`config.mk`:
```
export PLATFORM = sky130hd
export DESIGN_NAME = shift_add_mult16
export DESIGN_NICKNAME = d
export VERILOG_FILES = /design/src/rtl/shift_add_mult16.sv
export SDC_FILE = /design/constraint.sdc
export NUM_CORES = 1
export LEC_CHECK = 0
export ABC_AREA = 1
export CAP_MARGIN = 20
export CELL_PAD_IN_SITES_DETAIL_PLACEMENT = 1
export CELL_PAD_IN_SITES_GLOBAL_PLACEMENT = 2
export CORE_MARGIN = 8
export CORE_UTILIZATION = 35
export CTS_CLUSTER_DIAMETER = 200
export DETAILED_ROUTE_END_ITERATION = 12
export DONT_BUFFER_PORTS = 1
export PLACE_DENSITY_LB_ADDON = 0.05
export SLEW_MARGIN = 20
export SYNTH_ARGS = -nofsm -noshare
export SYNTH_HDL_FRONTEND = slang
export SYNTH_HIERARCHICAL = 1
export SYNTH_SLANG_ARGS = --single-unit
```
`constraint.sdc`:
```
create_clock -name clk -period 14.1 [get_ports clk]
set_clock_uncertainty 0.05 [all_clocks]
set_input_delay 2.115 -clock clk [delete_from_list [all_inputs] [get_ports clk]]
set_output_delay 2.115 -clock clk [all_outputs]
set_load 0.03 [all_outputs]
```
`src/rtl/shift_add_mult16.sv`:
```
// Sequential 16x16 -> 32-bit unsigned shift-and-add multiplier on valid/ready channels.
// Optional macro MULT_ZERO_BYPASS_EN: zero operands skip the add-and-shift loop.

module Adder1_16bit (
    input  logic [15:0] a,
    input  logic [15:0] b,
    input  logic        cin,
    output logic [15:0] sum,
    output logic        cout
);

    logic [16:0] carry;

    assign carry[0] = cin;

    // Plain ripple chain of full adders; the carry path sets the clock period of the multiplier.
    for (genvar i = 0; i < 16; i++) begin : g_fa
        assign sum[i]       = a[i] ^ b[i] ^ carry[i];
        assign carry[i + 1] = (a[i] & b[i]) | (carry[i] & (a[i] ^ b[i]));
    end

    assign cout = carry[16];

endmodule

module shift_add_mult16 #(
    parameter int WIDTH = 16
) (
    input  logic                   clk,
    input  logic                   rst_n,
    input  logic                   start_valid,
    output logic                   start_ready,
    input  logic [WIDTH-1:0]       a,
    input  logic [WIDTH-1:0]       b,
    output logic                   res_valid,
    input  logic                   res_ready,
    output logic [2*WIDTH-1:0]     product,
    output logic                   busy
);

    typedef enum logic [1:0] {
        IDLE,
        CALC,
        DONE
    } state_t;

    state_t             state;
    logic [WIDTH-1:0]   mcand;
    logic [WIDTH-1:0]   acc;
    logic [WIDTH-1:0]   mplr;
    logic [3:0]         cnt;
    logic [WIDTH-1:0]   sum;
    logic               cout;

    // Partial product: add the multiplicand into the upper half when the current multiplier bit is set.
    Adder1_16bit u_adder (
        .a    (acc),
        .b    (mcand & {WIDTH{mplr[0]}}),
        .cin  (1'b0),
        .sum  (sum),
        .cout (cout)
    );

    // Handshake flags are registered alongside the state so they never depend on inputs.
    always_ff @(posedge clk) begin
        if (!rst_n) begin
            state       <= IDLE;
            mcand       <= '0;
            acc         <= '0;
            mplr        <= '0;
            cnt         <= '0;
            product     <= '0;
            start_ready <= 1'b1;
            busy        <= 1'b0;
            res_valid   <= 1'b0;
        end else begin
            case (state)
                IDLE: begin
                    if (start_valid && start_ready) begin
                        mcand       <= a;
                        mplr        <= b;
                        acc         <= '0;
                        cnt         <= '0;
                        start_ready <= 1'b0;
`ifdef MULT_ZERO_BYPASS_EN
                        if ((a == '0) || (b == '0)) begin
                            product   <= '0;
                            res_valid <= 1'b1;
                            state     <= DONE;
                        end else begin
                            busy  <= 1'b1;
                            state <= CALC;
                        end
`else
                        busy  <= 1'b1;
                        state <= CALC;
`endif
                    end
                end

                CALC: begin
                    // The adder carry becomes the new top bit; the sum LSB shifts into the low half.
                    {acc, mplr} <= {cout, sum, mplr[WIDTH-1:1]};
                    cnt         <= cnt + 4'd1;
                    if (cnt == 4'd15) begin
                        product   <= {cout, sum, mplr[WIDTH-1:1]};
                        busy      <= 1'b0;
                        res_valid <= 1'b1;
                        state     <= DONE;
                    end
                end

                DONE: begin
                    if (res_ready) begin
                        res_valid   <= 1'b0;
                        start_ready <= 1'b1;
                        state       <= IDLE;
                    end
                end

                default: begin
                    start_ready <= 1'b1;
                    busy        <= 1'b0;
                    res_valid   <= 1'b0;
                    state       <= IDLE;
                end
            endcase
        end
    end

endmodule

```
======== Word level (Yosys, flattened, before mapping) ========
Cells that the tools add are included.
word-level totals
  word-level logic and storage cells ...... 126
  flip-flop bits (word level) ............. 89
  output and inout bits ................... 35
cells by class
  add/subtract/negate cells ............... 1
  bitwise operators ....................... 81
  muxes and demuxes ....................... 19
  reduce and logical (&&, ||, !) cells .... 10
  eq/ne operators ......................... 6
operators by type and width
  kind                   number
  $pmux W16 S2           2
  $mux W16               2
  $and A1 B1 Y1          31
  $xor A1 B1 Y1          31
  $and A16 B16 Y16       1
  $or A1 B1 Y1           15
  $reduce_and A3 Y1      4
  $pmux W1 S3            3
  $pmux W4 S2            1
  $mux W1                6
  $mux W2                3
  $ne A2 B2 Y1 const B   3
  $pmux W2 S3            1
  $reduce_and A2 Y1      3
  $add A4 B1 Y4 const B  1
  $eq A4 B4 Y1 const B   1
  $mux W4                1
  $not A1 Y1             3
  $eq A2 B1 Y1 const B   1
  $eq A2 B2 Y1 const B   1
  $logic_not A2 Y1       1
  $reduce_bool A2 Y1     1
  $logic_and A1 B1 Y1    1

======== Longest topological paths before layout ========
  depth in word-level cells ............... 33
  gate-level depth with buffers ........... 25
  depth with buffers taken out ............ 24

======== Cells and area by module ========
Netlist, hierarchy kept.
by module, submodules not included
  module            instances  cells an instance  seq. area each (sq um)  area an instance (sq um)
  shift_add_mult16  1          508                1,781.7                 3,668.5
  Adder1_16bit      1          26                 0.0                     357.8

======== Least setup slack after synthesis ========
OpenSTA, ideal clock, no wires.
  kind .................................... register -> register
  from .................................... register mplr[0]
  to ...................................... register acc[14]
  cell stages (with the launch flop) ...... 26
  data arrival time ....................... 6.754 ns
  required time ........................... 13.980 ns
  path buffers ............................ 1
  path slack .............................. 7.226 ns
  library setup time ...................... 0.070 ns
  cells stage by stage .................... dfxtp_1 > clkbuf_1 > nand2_1 > inv_1 > fa_1 > inv_1 > fa_1 > inv_1 > fa_1 > fa_1 > fa_1 > fa_1 > fa_1 > fa_1 > fa_1 > fa_1 > fa_1 > fa_1 > fa_1 > fa_1 > fa_1 > inv_1 > fa_1 > inv_1 > nand2_1 > a21oi_1
on the way
  word-level cells in the longest chain between the ends .. 32
  elaborated cells on any way between the ends .. 61
ends and longest elaborated chain
  what                                            line  text
  from (decl)                                     50    logic [WIDTH-1:0] mplr;
  from (signal assigned)                          103   {acc, mplr} <= {cout, sum, mplr[WIDTH-1:1]};
  $and A16 B16 Y16 *                              58    .b (mcand & {WIDTH{mplr[0]}}),
  $and A1 B1 Y1 or $xor A1 B1 Y1 (tied branches)  19    assign carry[i + 1] = (a[i] & b[i]) | (carry[i] & (a[i] ^ b[i]));
  $and A1 B1 Y1                                   19
  $or A1 B1 Y1                                    19
  $and A1 B1 Y1                                   19
  $or A1 B1 Y1                                    19
  $and A1 B1 Y1                                   19
  $or A1 B1 Y1                                    19
  [17 not listed]                                 n/a
  $or A1 B1 Y1                                    19
  $and A1 B1 Y1                                   19
  $or A1 B1 Y1                                    19
  $and A1 B1 Y1                                   19
  $or A1 B1 Y1                                    19
  $xor A1 B1 Y1 *                                 18    assign sum[i] = a[i] ^ b[i] ^ carry[i];
  named net sum[15]                               52    logic [WIDTH-1:0] sum;
  $pmux W16 S2 *                                  77    case (state)
  to (signal assigned)                            103
  to (decl)                                       49    logic [WIDTH-1:0] acc;
The timed path passes the listed nets; every way through them passes the cells marked *.
A chain may end at the register's enable or synchronous reset.

======== Worst setup path after layout ========
  from .................................... register mplr[0]
  to ...................................... register product[30]
on the way
  word-level cells in the longest chain between the ends .. 31
  elaborated cells on any way between the ends .. 60
ends and longest elaborated chain
  what                                            line  text
  $and A16 B16 Y16 *                              58
  $and A1 B1 Y1 or $xor A1 B1 Y1 (tied branches)  19
  $and A1 B1 Y1                                   19
  $or A1 B1 Y1                                    19
  $and A1 B1 Y1                                   19
  $or A1 B1 Y1                                    19
  $and A1 B1 Y1                                   19
  $or A1 B1 Y1                                    19
  [16 not listed]                                 n/a
  $and A1 B1 Y1                                   19
  $or A1 B1 Y1                                    19
  $and A1 B1 Y1                                   19
  $or A1 B1 Y1                                    19
  $and A1 B1 Y1                                   19
  $or A1 B1 Y1                                    19
  $xor A1 B1 Y1 *                                 18
  named net sum[15]                               52
  to (signal assigned)                            106   product <= {cout, sum, mplr[WIDTH-1:1]};
  to (decl)                                       37    output logic [2*WIDTH-1:0] product,
Marks and branches as above.

==> results by group <==
Critical path
  • Worst r2r path cells: 24
  • CP endpoint kind: flop
  • Worst r2r src: mplr[0]$_SDFFE_PN0P_
  • WP data required: 14.30 ns
  • Crit path launch: mplr[0]$_SDFFE_PN0P_
  • Crit path kind: reg -> reg
  • CP max FO: 17
  • Worst setup SP type: flop
  • Worst EP arrival: 7.49 ns

Synthesis
  • XOR/XNOR Fraction of Synth Area: 0
  • Synthesized Nets: 587
  • Sequential fraction of the synthesis area: 0.443
  • Largest family of logic cells by synthesized area: simple AND/OR/NAND/NOR gates
  • Synth Instances: 534
  • Syn. warnings: 6
  • Seq cells post-synth: 89
  • Synth cell types: 23
  • Syn avg cell area: 7.54 um2
  • Post-synthesis adder-cell area fraction: 0.0827
  • Compound-gate portion of the synthesized area: 0.111
  • Simple-gate area share of the yosys netlist: 0.264
  • Mapped cell area: 4030 um2
  • Fraction of synthesized area in multiplexers: 0

Cells and area
  • FF+latch area: 1780 um2
  • Final Util: 0.379
  • Final nets: 565
  • Fin area: 4290 um2
  • Fillers: 1409
  • Layout cells sized above 1: 0.0503
  • Ant diodes: 0
  • P&R area growth vs syn: 6.56%
  • Footprint of the multi-input gates: 1840 um2

Outcome
  • Status: complete, no violations

Clock network
  • Setup Buffers After CTS: 0
  • Sinks on Clock Net: 89
  • Post-CTS sizing: 0
  • Insertion delay to the later sink of the worst-skew pair: 0.34 ns
  • TritonCTS clock tree: done
  • Clock transition at path regs: 0.06 ns
  • CTS max path bufs: 2
  • Post-CTS Hold Fix Bufs: 0
  • H-tree level count: 3
  • Root Driver: clkbuf_16
  • CTS Buf Count: 9

Hold path
  • Worst hold stages: 2
  • Hold crit path type: reg -> reg
  • Hold path startpoint: mplr[15]$_SDFFE_PN0P_

Global route
  • GRT overflow: 0
  • Vias in the first global route: 3304
  • First-pass GRT wire length: 16.9 mm
  • Largest net degree at the start of global routing: 71
  • Initial antenna violation count: 0
  • Total track usage: 0.144

Detailed routing
  • DR iter-0 viols: 92
  • Detailed-route via count: 3236
  • Via density: 4.90
  • Post-route ant nets: 0
  • First-pass iteration count of the detailed router: 4
  • DR DRC count: 0
  • DRT Wirelength: 10.3 mm
  • Post-DR wirelength/cell: 15.6 um

STA
  • Minimum clock period: 7.28 ns
  • Max transition margin: 0.340
  • Total Neg Setup Slack: 0 ns
  • Slew @ Worst Pin: 0.988 ns
  • Fin. Hold Viols: 0
  • Final setup fails: 0
  • Unrepaired setup endpoints after global routing: no
  • Slew Limit Fails: 0
  • Maximum clock rate: 137 MHz
  • Final Cycle Share: 0.517

Place
  • Count of buffers from port buffering: 0
  • Cell Area, Placed: 4000 um2
  • HPWL Detailed: 6.52 mm
  • RD Place Congestion: 0.726

Flow run
  • Max-cap check violation count: 0

Pwr
  • Seq pwr share: 0.481
  • P_int: 422 uW
  • Leakage: 0.00183 uW
  • Worst IR Drop VDD: 0.0000492 V
  • Sw Pwr: 152 uW
  • Clock share of power: 0.411
  • Sw Ratio: 0.265
  • Pwr dens: 134 nW/um2
  • Comb power frac: 0.108

Die
  • Die X: 123 um
  • Initial Util: 0.356
  • Die area: 15200 um2
  • Row count: 39
  • # IOs: 71
  • Core Region: 11300 um2
  • Die Y: 123 um
-- power groups by stage --
| stage | clock [uW] | combinational [uW] | sequential (uW) |
|---|---|---|---|
| CTS | 245 | 63.8 | 276 |
| floorplan | 0 | 56.5 | 278 |
| finish | 236 | 62.0 | 276 |
| detailed placement | 0 | 63.4 | 282 |
| global placement | 0 | 62.2 | 282 |
| global route | 255 | 72.5 | 278 |
-- cell usage in the layout, fill, tap and decap left out, drive strengths merged --
| master | instances |
|---|---|
| nand3 | 39 |
| nor2 | 69 |
| clkinv | 2 |
| inv | 51 |
| clkbuf | 14 |
| dfxtp | 89 |
| ha | 1 |
| or2 | 1 |
| fa | 16 |
| nand3b | 2 |
| o21ai | 34 |
| conb | 1 |
| nand2 | 141 |
| nand4 | 1 |
| a21oi | 55 |
| nor3 | 1 |
-- logic make-up after synthesis --
kind of cell | count (synthesis)
buf+inv | 84
flops | 89
compound gates | 89
fa+ha+maj | 17
other cells | 1
simple gates | 254
-- layer usage --
layer,vias to the layer above,track usage,part of all wire
li1,1624,-,-
met1,1553,0.174,0.45
met2,50,0.231,0.48
met3,9,0.0493,0.054
met4,0,0.0609,0.012
met5,-,0,0
-- critical path: stages, from the launching register on --
cell and delay, ns:
dfxtp_1 0.48, nand2_1 0.13, inv_1 0.06, fa_1 0.39, inv_1 0.08, fa_1 0.15, inv_1 0.05, fa_1 0.38
fa_1 0.39, fa_1 0.39, fa_1 0.40, fa_1 0.39, fa_1 0.38, fa_1 0.38, fa_1 0.39, fa_1 0.39
fa_1 0.39, fa_1 0.39, fa_1 0.39, fa_1 0.36, inv_1 0.07, fa_1 0.40, inv_1 0.08, nand2_1 0.05
a21oi_1 0.18
-- synth_stat cells (all sizes together) --
cell / count / share of area
a21oi: 55 / 0.068
buf: 20 / 0.040
clkbuf: 13 / 0.012
conb: 1 / 0.00093
dfxtp: 89 / 0.44
fa: 16 / 0.080
ha: 1 / 0.0031
inv: 51 / 0.048
nand2: 141 / 0.14
nand3: 39 / 0.052
nand3b: 2 / 0.0037
nand4: 1 / 0.0016
nor2: 69 / 0.069
nor3: 1 / 0.0012
o21ai: 34 / 0.042
or2: 1 / 0.0016
-- layout make-up --
cell class                      instances  share of cell area
Inverter                               51              0.0446
Multi-Input combinational cell        361               0.430
Sequential cell                        89               0.415
Clock inverter                          2             0.00233
Clock buffer                           14              0.0662
Tap cell                              143              0.0417
-- registers in the layout, summed over array words and instances, names as in the netlist --
signal and count:
start_ready 1, mcand 16, state 2, busy 1, product 32, cnt 4
acc 16, res_valid 1, mplr 16
-- through the flow --
stage | hold WS (ns) | total power [uW] | worst slack, ns | cells
detailed placement | 0.408 | 346 | 6.74 | 644
CTS | 0.419 | 585 | 6.74 | 660
global placement | 0.404 | 344 | 6.94 | 644
global route | 0.444 | 606 | 6.48 | 660
floorplan | 0.393 | 334 | 7.23 | 534
finish | 0.416 | 574 | 6.82 | 660
-- final timing paths --
check / slack (ns) / end
setup / recovery: 6.82 / product[30]$_SDFFE_PN0P_
hold / removal: 0.42 / product[14]$_SDFFE_PN0P_
setup reg to reg: 6.82 / product[30]$_SDFFE_PN0P_
hold reg to reg: 0.42 / product[14]$_SDFFE_PN0P_
Power figures use the tool's default switching activity.
